### config.mk
export PLATFORM = sky130hd
export DESIGN_NAME = mux4_rr_arbiter
export DESIGN_NICKNAME = d
export VERILOG_FILES = /design/src/rtl/mux4_rr_arbiter.sv
export SDC_FILE = /design/constraint.sdc
export NUM_CORES = 1
export LEC_CHECK = 0
export ABC_CLOCK_PERIOD_IN_PS = 1750
export BUFFER_PORTS_ARGS = -buffer_cell sky130_fd_sc_hd__buf_2
export CAP_MARGIN = 20
export CORE_MARGIN = 2
export CORE_UTILIZATION = 47
export CTS_CLUSTER_SIZE = 8
export DETAILED_ROUTE_END_ITERATION = 8
export MAX_ROUTING_LAYER = met4
export PLACE_DENSITY = 0.72
export SETUP_SLACK_MARGIN = 0.05
export SYNTH_ARGS = -nofsm -noshare
export SYNTH_HDL_FRONTEND = slang
export SYNTH_SLANG_ARGS = --single-unit
### constraint.sdc
create_clock -name clk -period 1.75 [get_ports clk]
set_input_delay 0.2625 -clock clk [delete_from_list [all_inputs] [get_ports clk]]
set_output_delay 0.2625 -clock clk [all_outputs]
set_load 0.005 [all_outputs]
### src/rtl/mux4_rr_arbiter.sv
// mux4_rr_arbiter
//   Round-robin arbiter and select sequencer for the shared 4:1 data mux.
//   Four requesters contend for the mux output. One owner is granted at a
//   time, and the mux select pair is driven from registered state.
//
//   Optional feature: define MUX_ARB_TIMEOUT_EN to force a handover once an
//   owner has held the grant for MAX_HOLD cycles while another request is
//   pending. Without the macro, an owner keeps the grant until it drops req.
//
// Parameters
//   MAX_HOLD  consecutive grant cycles per owner with timeout on (2..15)
// Ports
//   clk       rising-edge clock
//   reset_n   asynchronous active-low reset
//   req[3:0]  request vector, bit i selects mux input i (a,b,c,d)
//   grant     registered one-hot grant, zero when idle
//   s1, s0    registered mux select, index of the current / last owner
//   valid     registered, high while the mux output is owned
module mux4_rr_arbiter #(
   parameter int unsigned MAX_HOLD = 8
) (
   input  logic       clk,
   input  logic       reset_n,
   input  logic [3:0] req,
   output logic [3:0] grant,
   output logic       s1,
   output logic       s0,
   output logic       valid
);

`ifdef MUX_ARB_TIMEOUT_EN
   localparam bit TIMEOUT_EN = 1'b1;
`else
   localparam bit TIMEOUT_EN = 1'b0;
`endif

   localparam logic [3:0] HOLD_LAST = 4'(MAX_HOLD - 1);

   typedef enum logic {
      IDLE,
      GRANT
   } state_t;

   state_t     state, state_d;
   logic [1:0] owner, owner_d;
   logic [1:0] last, last_d;
   logic [3:0] hold_cnt, hold_d;
   logic [1:0] winner;
   logic       others;
   logic       expire;

   // First requester found scanning last+1 .. last+4 (mod 4).
   function automatic logic [1:0] pick(input logic [3:0] r, input logic [1:0] from);
      logic [1:0] idx;
      logic       found;
      pick  = from;
      found = 1'b0;
      for (int unsigned k = 1; k <= 4; k++) begin
         idx = from + 2'(k);
         if (!found && r[idx]) begin
            pick  = idx;
            found = 1'b1;
         end
      end
   endfunction

   always_comb begin
      state_d = state;
      owner_d = owner;
      last_d  = last;
      hold_d  = hold_cnt;

      // While granted, last == owner, so the scan never re-picks the owner
      // as long as some other request is pending.
      winner  = pick(req, last);
      others  = |(req & ~(4'b0001 << owner));
      expire  = TIMEOUT_EN && (hold_cnt == HOLD_LAST) && others;

      case (state)
         IDLE: begin
            if (|req) begin
               state_d = GRANT;
               owner_d = winner;
               last_d  = winner;
               hold_d  = '0;
            end
         end
         GRANT: begin
            if (req[owner] && !expire) begin
               hold_d = (hold_cnt == 4'hF) ? 4'hF : hold_cnt + 4'd1;
            end else if (others) begin
               owner_d = winner;
               last_d  = winner;
               hold_d  = '0;
            end else begin
               state_d = IDLE;
            end
         end
         default: state_d = IDLE;
      endcase
   end

   always_ff @(posedge clk or negedge reset_n) begin
      if (!reset_n) begin
         state    <= IDLE;
         owner    <= 2'd0;
         last     <= 2'd3;
         hold_cnt <= '0;
      end else begin
         state    <= state_d;
         owner    <= owner_d;
         last     <= last_d;
         hold_cnt <= hold_d;
      end
   end

   // Outputs are registered from the next-state values so they reflect the
   // new state in the same cycle the state register does. In IDLE the select
   // keeps the previous owner index so the mux output stays stable.
   always_ff @(posedge clk or negedge reset_n) begin
      if (!reset_n) begin
         grant <= '0;
         s1    <= 1'b0;
         s0    <= 1'b0;
         valid <= 1'b0;
      end else begin
         grant <= (state_d == GRANT) ? (4'b0001 << owner_d) : '0;
         s1    <= owner_d[1];
         s0    <= owner_d[0];
         valid <= (state_d == GRANT);
      end
   end

endmodule

==> results.ini, run 1 <==
[grt]
grt_max_degree=10
grt_pass1_wl_mm=2.470
antenna_found_initial=0
overflow=0
grt_usage=0.1916
grt_pass1_vias=553

[floorplanning]
fp.coreArea_sq_mm=0.001318
num_io_pins=13
initial_core_util=0.5138
die_w_microns=41.95
rows=13
dieHeight_microns=41.95
die-area_sq_mm=0.001760

[clocking]
htree_num_levels=1
clock-sinks=9
clock_latency_ns=0.27
clk_pin_slew_ns=0.06
cts_tree=built
cts_buffers=3
cts_root_buf=clkbuf_4
clockBufferDepth=2

[cells_and_area]
multi_input_comb_area_sq_um=435.4
fillers=104
seq_area_sq_um=230.2
finalNetCount=100
drive_above_1_share=0.5054
stdcell_count=108
antenna_cells=0
area_growth_pct=29.21

[timing]
finalWorstSetupSlack_ns=-0.03787
rsz0062_at_grt=true
hold_viol_final=0
fin_skew_ns=0.005582
whs_ns=0.3384
report.final.slew_viol_count=0
tightest_slew_ns=0.4099
setup_viol=7
slew_headroom=0.7267
max_freq_ghz=0.5593
period_needed_ns=1.788
period_share=1.022

[synthesis]
synth_edf_count=0
synthCells=72
synth-simple-area-share=0.2773
synthTopCellsByArea=dfrtp_1 (26%), dfstp_2 (7.8%), buf_6 (6.7%)
mappedNetlistNets=78
ys_types=35
synth_top_cell_area_share=0.2588
netlist_area_sq_um=676.9
synth.largest_area_cell=dfrtp_1
synth_compound_area_frac=0.2384
synth_fa_ha_area_frac=0
synthArstFlopShare=1.000
ys_seq_area_frac=0.3364
synth_flop_cell=dfrtp_1
synth-xor-area-share=0.01294
ys_warn_count=0
ys_ff_latch=9
avgSynthCellArea_sq_um=9.401
yosys-mux-area-fraction=0.02957
synth_top_family_by_area=simple AND/OR/NAND/NOR gates

[power_and_ir_drop]
peakVddDrop_mv=0.9704
leakage_nw=0.3717
power.density_mw_per_mm2=1694

[route]
ant_nets=0
vias=589
drt-total-wl_mm=1.477
dr.pass1.iters=3
drt_iter0_markers=15
wl_per_cell_microns=13.68
viasPerCell=5.454
drc_errors=0

[worst_setup_path]
critPathLaunchType=flip-flop
crit_required_ns=1.90
crit_arrival_ns=1.94
critPathCaptureType=flip-flop
cp_max_fo=8
ff2ff_setup_slack_ns=-0.04
worstSetupPathType=flip-flop to flip-flop

[flow_run]
drv_cap=0

[placed_design]
preCtsSetupSlack_ns=-0.05168
gp_congestion=0.7630
io_buffers=12
dpl.hpwl_microns=962.5
place_inst=98

[status]
status=complete, but fails checks
violations=setup timing

[hold_path]
min_path_type=input port to flip-flop

[metrics by stage]
step           setup TNS [ns]  area (sq um)    util  total power (W)
2_1_floorplan               0         676.9       -        0.0009520
3_3_place_gp                0         737.0  0.5594         0.001074
3_5_place_dp          -0.1568         737.0  0.5594         0.001086
4_1_cts             -0.004644         858.3  0.6515         0.001437
5_1_grt               -0.6439         874.6  0.6638         0.001585
6_report              -0.1152         874.6  0.6638         0.001481
[registers in the layout, indices dropped and copies added (netlist names)]
signal	cells
grant	4
last	2
owner	2
valid	1
[synth_stat cells (2+ instances only)]
cell type and instances:
buf_4 2, nor2b_1 4, or3_1 2, dfrtp_1 7, o31a_1 2, dfstp_2 2
a21oi_1 5, o21ai_0 5, nor2_1 6, nand2_1 3, nand3_1 5, o21a_1 2
buf_6 4, mux2i_1 2
[cells by family (layout without fill, tap and decap cells)]
kind of cell / Yosys count / in the layout
and+or+nand+nor: 30 / 30
AOI/OAI and AO/OA: 21 / 21
DFF: 9 / 9
buffers and inverters: 9 / 30
muxes: 2 / 2
xor gates and xnor gates: 1 / 1
[placed cells by master (no fill, tap or decap), types with 2 or more instances in the layout]
cell and count:
buf_2 12, buf_4 10, nor2_1 6, o21ai_0 5
dfrtp_1 5, nor2b_1 4, a21oi_2 4, nand3_2 3
clkbuf_4 3, nand2_1 2, o31a_1 2, o21a_1 2
or3_1 2, nand3_1 2, dfstp_2 2, dfrtp_2 2
[path summary, 6_finish.rpt]
path,startpoint,end,depth (start not counted)
worst max-delay path,owner[0],grant[3],6
worst min-delay path,req[3],valid,3
worst max register to register,owner[0],grant[3],6
worst min register to register,last[0],last[0],1
max in group asynchronous,reset_n,last[1],2
min in group asynchronous,reset_n,owner[1],2
[layout make-up]
cell class | count | share of cell area
inverter | 2 | 0.008584
clock buffer | 4 | 0.03004
timing repair buffer | 24 | 0.1788
sequential | 9 | 0.2632
tap | 15 | 0.02146
multi-input combinational | 54 | 0.4979
[timing repair]
item	CTS	global route
buffers inserted	5	0
endpoints found under the hold margin	7	0
endpoints found under the setup margin	7	8
cloned	0	0
hold buffers	1	0
gates resized for setup	11	4
pin swaps	7	2
[power breakdown]
group | internal (W) | switching (W) | leakage, nW
Clock | 0.0000880 | 0.0000752 | 0.0150
Sequential | 0.000321 | 0.000107 | 0.103
Combinational | 0.000474 | 0.000416 | 0.254
[per-layer routing]
| layer | part of all wire | track usage |
|---|---|---|
| met1 | 0.46 | 0.2405 |
| met2 | 0.49 | 0.2844 |
| met3 | 0.045 | 0.07826 |
| met4 | 0 | 0.05161 |
| met5 | 0 | - |
[critical path: stages (launching register included)]
cell and delay [ns]:
dfrtp_2 0.44, nor4b_4 0.14, a211o_1 0.30, a311oi_4 0.42, buf_6 0.19, nand3b_1 0.12
a21oi_2 0.06
Power figures use the tool's default switching activity.
==> run 2: changes to the inputs <==
CORE_UTILIZATION = 50   (was 47)
CTS_BUF_LIST = sky130_fd_sc_hd__clkbuf_8   (was unset)
CTS_CLUSTER_SIZE = 40   (was 8)
PLACE_DENSITY = 0.76   (was 0.72)
==> run 2 against run 1 <==
  * The run now ends clean
  * Register-to-register slack gained 0.09 ns
  * Routed wire length is 2.1% higher
  * Maximum frequency grew 5.1%
  * Clock skew increased by 0.0049 ns
  * Worst hold slack worse by 0.012 ns
  * Sequential cell count stayed put
  * Highest routed layer is now met4
==> results.ini, run 2 (synthesis results as in run 1) <==
[worst_setup_path]
crit_arrival_ns=1.85  ; -0.09 ns
reg2reg_depth=6  ; unchanged
reg2reg_to=grant[0]
ff2ff_setup_slack_ns=0.05  ; +0.09 ns
crit_required_ns=1.89  ; about the same
r2r-start=owner[1]
worstSetupPathType=flip-flop to flip-flop
cp_max_fo=13  ; +5
critPathLaunchType=flip-flop
critPathCaptureType=flip-flop

[timing]
slew_headroom=0.7443  ; +0.01758
period_share=0.9724  ; -0.04927
rsz0062_at_grt=true
hold_viol_final=0  ; unchanged
setup_viol=0  ; -7
tightest_slew_ns=0.3803  ; -0.02963 ns
whs_ns=0.3265  ; -0.01189 ns
report.final.slew_viol_count=0  ; unchanged
max_freq_ghz=0.5877  ; +5.1%
period_needed_ns=1.702  ; -0.08622 ns
fin_skew_ns=0.01052  ; +0.004935 ns

[floorplanning]
dieHeight_microns=40.80  ; -2.8%
fp.coreArea_sq_mm=0.001285  ; -2.5%
rows=13  ; unchanged
num_io_pins=13  ; unchanged
die-area_sq_mm=0.001664  ; -5.4%
die_w_microns=40.80  ; -2.8%
initial_core_util=0.5268  ; +0.01301

[cells_and_area]
largest_register=grant
largest_reg_flops=4  ; unchanged
final_common_cell=buf_2
most-common-layout-cells=buf_2 (12), nor2_1 (6), buf_4 (6)
drive_above_1_share=0.3596  ; -0.1458
stdcell_area_sq_um=805.8  ; -7.9%
top_regs=grant x4, last x2, owner x2
finalNetCount=96  ; -4.0%
area_growth_pct=19.04
antenna_cells=0  ; unchanged

[power_and_ir_drop]
power.density_mw_per_mm2=1705  ; +0.69%
leakage_nw=0.3535  ; -4.9%
peakVddDrop_mv=0.7912  ; -18%

[grt]
antenna_found_initial=0  ; unchanged
grt_max_degree=14  ; +4
grt_pass1_vias=560  ; +1.3%
grt_pass1_wl_mm=2.449  ; -0.85%
overflow=0  ; unchanged
grt_usage=0.2315  ; +0.03985

[flow_run]
drv_cap=0  ; unchanged

[status]
status=complete, no violations

[route]
dr.pass1.iters=4  ; +1
drt_iter0_markers=13  ; -2
viasPerCell=5.942  ; +9.0%
drt-total-wl_mm=1.508  ; +2.1%
vias=618  ; +4.9%
drc_errors=0  ; unchanged
ant_nets=0  ; unchanged
wl_per_cell_microns=14.50  ; +6.0%

[clocking]
cts_buffers=3  ; unchanged
clock_latency_ns=0.24  ; -0.03 ns
cts_root_buf=clkbuf_8
clk_pin_slew_ns=0.05  ; about the same
cts_tree=built
postCtsSetupRepairBufs=0  ; -5
clockBufferDepth=2  ; unchanged
htree_num_levels=1  ; unchanged
clock-sinks=9  ; unchanged

[hold_path]
min_path_type=input port to flip-flop
hold_end=valid
hold_depth=3  ; unchanged
hp-start=req[1]

[placed_design]
placed_area_sq_um=744.5  ; +1.0%
gp_congestion=0.8619  ; +13%
io_buffers=12  ; unchanged
dpl.hpwl_mm=1.078  ; +12%

==> run 2: metal layers <==
layer | wire length, microns | up-vias | track usage
met1 | 674 | 298 | 0.2763
li1 | - | 294 | -
met3 | 89 | 2 | 0.06522
met4 | 4 | 0 | 0.05000
met2 | 741 | 24 | 0.3828
met5 | 0 | - | -
==> run 2: final cells by class <==
| class | instances | area [sq um] |
|---|---|---|
| fill | 127 | 479.2 |
| multi-input combinational | 54 | 377.9 |
| clock buffer | 3 | 41.29 |
| tap | 15 | 18.77 |
| sequential | 9 | 230.2 |
| timing repair buffer | 20 | 126.4 |
| clock inverter | 1 | 3.754 |
| inverter | 2 | 7.507 |
==> run 2: power by group <==
part           switching (W)  total, W  internal, W
Sequential          0.000104  0.000426     0.000322
Clock              0.0000884  0.000242     0.000153
Combinational       0.000347  0.000706     0.000360
==> run 2: how the worst max path moves through the flow <==
stage,slack (ns),from,cells after the start,end
6_report,0.05,owner[1],6,grant[0]
5_1_grt,-0.02,owner[1],6,grant[2]
4_1_cts,0.07,owner[1],6,last[0]
3_5_place_dp,0.02,owner[0],6,last[0]
3_3_place_gp,0.04,req[0],7,grant[0]
2_1_floorplan,0.09,owner[1],7,grant[3]
==> run 2: metrics by stage <==
step / cells / util / power, W / setup slack (ns) / setup TNS (ns)
final: 104 / 0.6271 / 0.001374 / 0.04834 / 0
after CTS: 104 / 0.6261 / 0.001353 / 0.07216 / 0
after global routing: 104 / 0.6271 / 0.001486 / -0.01696 / -0.03343
after detailed placement: 99 / 0.5794 / 0.001097 / 0.02179 / 0
after global placement: 99 / 0.5794 / 0.001071 / 0.04182 / 0
after floorplan: 72 / - / 0.0009520 / 0.09427 / 0
==> run 2: worst max-delay path, cell delays in order (launching register included) <==
cell	delay, ns
dfrtp_2	0.44
or2b_2	0.31
o22ai_2	0.17
a311oi_4	0.07
buf_6	0.16
or3_1	0.31
a21oi_1	0.15
==> run 2: timing repair <==
action,in CTS,in global routing
endpoints found under the setup margin,2,5
endpoints found under the hold margin,7,0
hold buffers,1,0
gates resized for setup,2,1
==> run 3: changes to the inputs <==
ABC_CLOCK_PERIOD_IN_PS = 1460   (was 1750)
clock period = 1.46 ns   (was 1.75 ns; I/O delays follow)
==> run 3 against run 2 <==
  * The flow now finishes with violations (setup timing)
  * Non-clock buffer count grew 9
  * Global-route usage shrank 1.1 points
  * Sequential power grew 15%
  * Register-to-register slack lost 0.33 ns
  * Count of clock-buffer cells in the layout is the same
  * Sequential share of layout area shrank 3.9 points
  * Core utilization grew 9.9 points
  * Design area grew 16%
==> results.ini, run 3 (synthesis results as in run 1) <==
[clocking]
htree_num_levels=1  ; unchanged
clock_latency_ns=0.24  ; about the same
clockBufferDepth=2  ; unchanged
cts_tree=built
cts_buffers=3  ; unchanged
clock-sinks=9  ; unchanged
cts_root_buf=clkbuf_8
clk_pin_slew_ns=0.05  ; about the same

[worst_setup_path]
reg2reg_to=grant[1]
crit_arrival_ns=1.91  ; +0.06 ns
critPathLaunchType=flip-flop
r2r-start=owner[1]
cp-startpoint=owner[1]
reg2reg_depth=6  ; unchanged
worstSetupPathType=flip-flop to flip-flop
slowest_delay_ns=0.45  ; about the same
critPathSlowestCell=dfrtp_2
cp_max_fo=7  ; -6
critPathCaptureType=flip-flop
ff2ff_setup_slack_ns=-0.29  ; -0.33 ns
crit_required_ns=1.62  ; -0.27 ns
cp_cell_sequence=or2b_2 -> o22ai_2 -> a311oi_4 -> buf_4 -> or3b_1 -> a21oi_2

[flow_run]
drv_cap=0  ; unchanged

[power_and_ir_drop]
leakage_nw=0.4130  ; +17%
peakVddDrop_mv=1.053  ; +33%
power.density_mw_per_mm2=2046  ; +20%
total_power_w=0.001910  ; +39%

[floorplanning]
fp.coreArea_sq_mm=0.001285  ; unchanged
dieHeight_microns=40.80  ; unchanged
num_io_pins=13  ; unchanged
initial_core_util=0.5268  ; unchanged
die-area_sq_mm=0.001664  ; unchanged
die_w_microns=40.80  ; unchanged
rows=13  ; unchanged

[grt]
grt_max_degree=10  ; -4
antenna_found_initial=0  ; unchanged
grt_pass1_vias=545  ; -2.7%
grt_usage=0.2202  ; -0.01132
grt_pass1_wl_mm=2.332  ; -4.8%
overflow=0  ; unchanged

[cells_and_area]
top_regs=grant x4, last x2, owner x2
antenna_cells=0  ; unchanged
final_common_cell=buf_4
largest_register=grant
finalNetCount=105  ; +9.4%
most-common-layout-cells=buf_4 (13), buf_2 (12), nor2_1 (6), dfrtp_1 (5)
drive_above_1_share=0.5204  ; +0.1609
area_growth_pct=37.89
largest_reg_flops=4  ; unchanged

[timing]
tightest_slew_ns=0.4042  ; +0.02393 ns
period_needed_ns=1.746  ; +0.04418 ns
finalWorstSetupSlack_ns=-0.2858  ; -0.3342 ns
fin_skew_ns=0.005953  ; -0.004564 ns
period_share=1.196  ; +0.2234
max_freq_ghz=0.5728  ; -2.5%
report.final.slew_viol_count=0  ; unchanged
setup_viol=8  ; +8
hold_viol_final=0  ; unchanged
slew_headroom=0.7282  ; -0.01609
rsz0062_at_grt=true

[route]
vias=639  ; +3.4%
drt-total-wl_mm=1.666  ; +10%
viasPerCell=5.655  ; -4.8%
wl_per_cell_microns=14.74  ; +1.7%
ant_nets=0  ; unchanged
dr.pass1.iters=4  ; unchanged
drc_errors=0  ; unchanged
drt_iter0_markers=15  ; +2

[status]
violations=setup timing
status=complete, but fails checks

[placed_design]
dpl.hpwl_mm=1.137  ; +5.5%
io_buffers=12  ; unchanged
gp_congestion=0.8480  ; -1.6%
preCtsSetupSlack_ns=-0.3136  ; -0.3354 ns

[hold_path]
min_path_type=input port to asynchronous set/reset pin

run 3: cell count changes in the layout (fill, tap and decap cells not counted), sizes merged:
cell  change
buf       +9
run 3: critical path: cells and delay by family, from the launching register on:
kind,cells,cell delay [ns]
simple gates,2,0.70
flops,1,0.45
compound gates,3,0.37
buf+inv,1,0.16
run 3: area by class of cell:
cell class                      instances  area [sq um]
Multi-Input combinational cell         54         430.4
Clock inverter                          1         3.754
Inverter                                2         7.507
Clock buffer                            3         41.29
Sequential cell                         9         230.2
Timing Repair Buffer                   29         201.4
Fill cell                              99         351.6
Tap cell                               15         18.77
run 3: where the power goes:
part | total, W | switching [W] | leakage, nW | internal [W]
clock | 0.000286 | 0.000103 | 0.0269 | 0.000183
combinational | 0.00113 | 0.000522 | 0.283 | 0.000611
sequential | 0.000491 | 0.000106 | 0.103 | 0.000385
run 3: how the worst max path moves through the flow:
stage	to	cells past startpoint
floorplan	grant[3]	7
global placement	grant[3]	7
detailed placement	grant[2]	7
CTS	grant[2]	6
global route	grant[1]	6
finish	grant[1]	6
run 3: repair_timing:
action                                  in CTS  in global routing
buffers inserted                             0                  1
hold buffers                                 1                  0
resized for setup                            8                  8
endpoints found under the setup margin       8                  8
endpoints found under the hold margin        7                  0
pin swaps                                    3                  6
run 3: routing by layer:
metal  vias to the layer above  wire length (microns)  GRT usage
li1                        312                      -          -
met1                       309                    745     0.2739
met2                        16                    844     0.3477
met3                         2                     66    0.06522
met4                         0                      9    0.05000
met5                         -                      0          -
run 3: per-stage QoR:
stage	hold slack, ns	std cells	utilization	TNS (ns)	cell area [sq um]
after floorplan	-0.07659	72	-	-1.125	683.2
after global placement	0.08156	107	0.6280	-1.804	807.0
after detailed placement	0.08207	107	0.6280	-2.074	807.0
after CTS	0.3678	112	0.6874	-1.566	883.3
after global routing	0.3973	113	0.7264	-2.382	933.4
final	0.3688	113	0.7264	-1.837	933.4
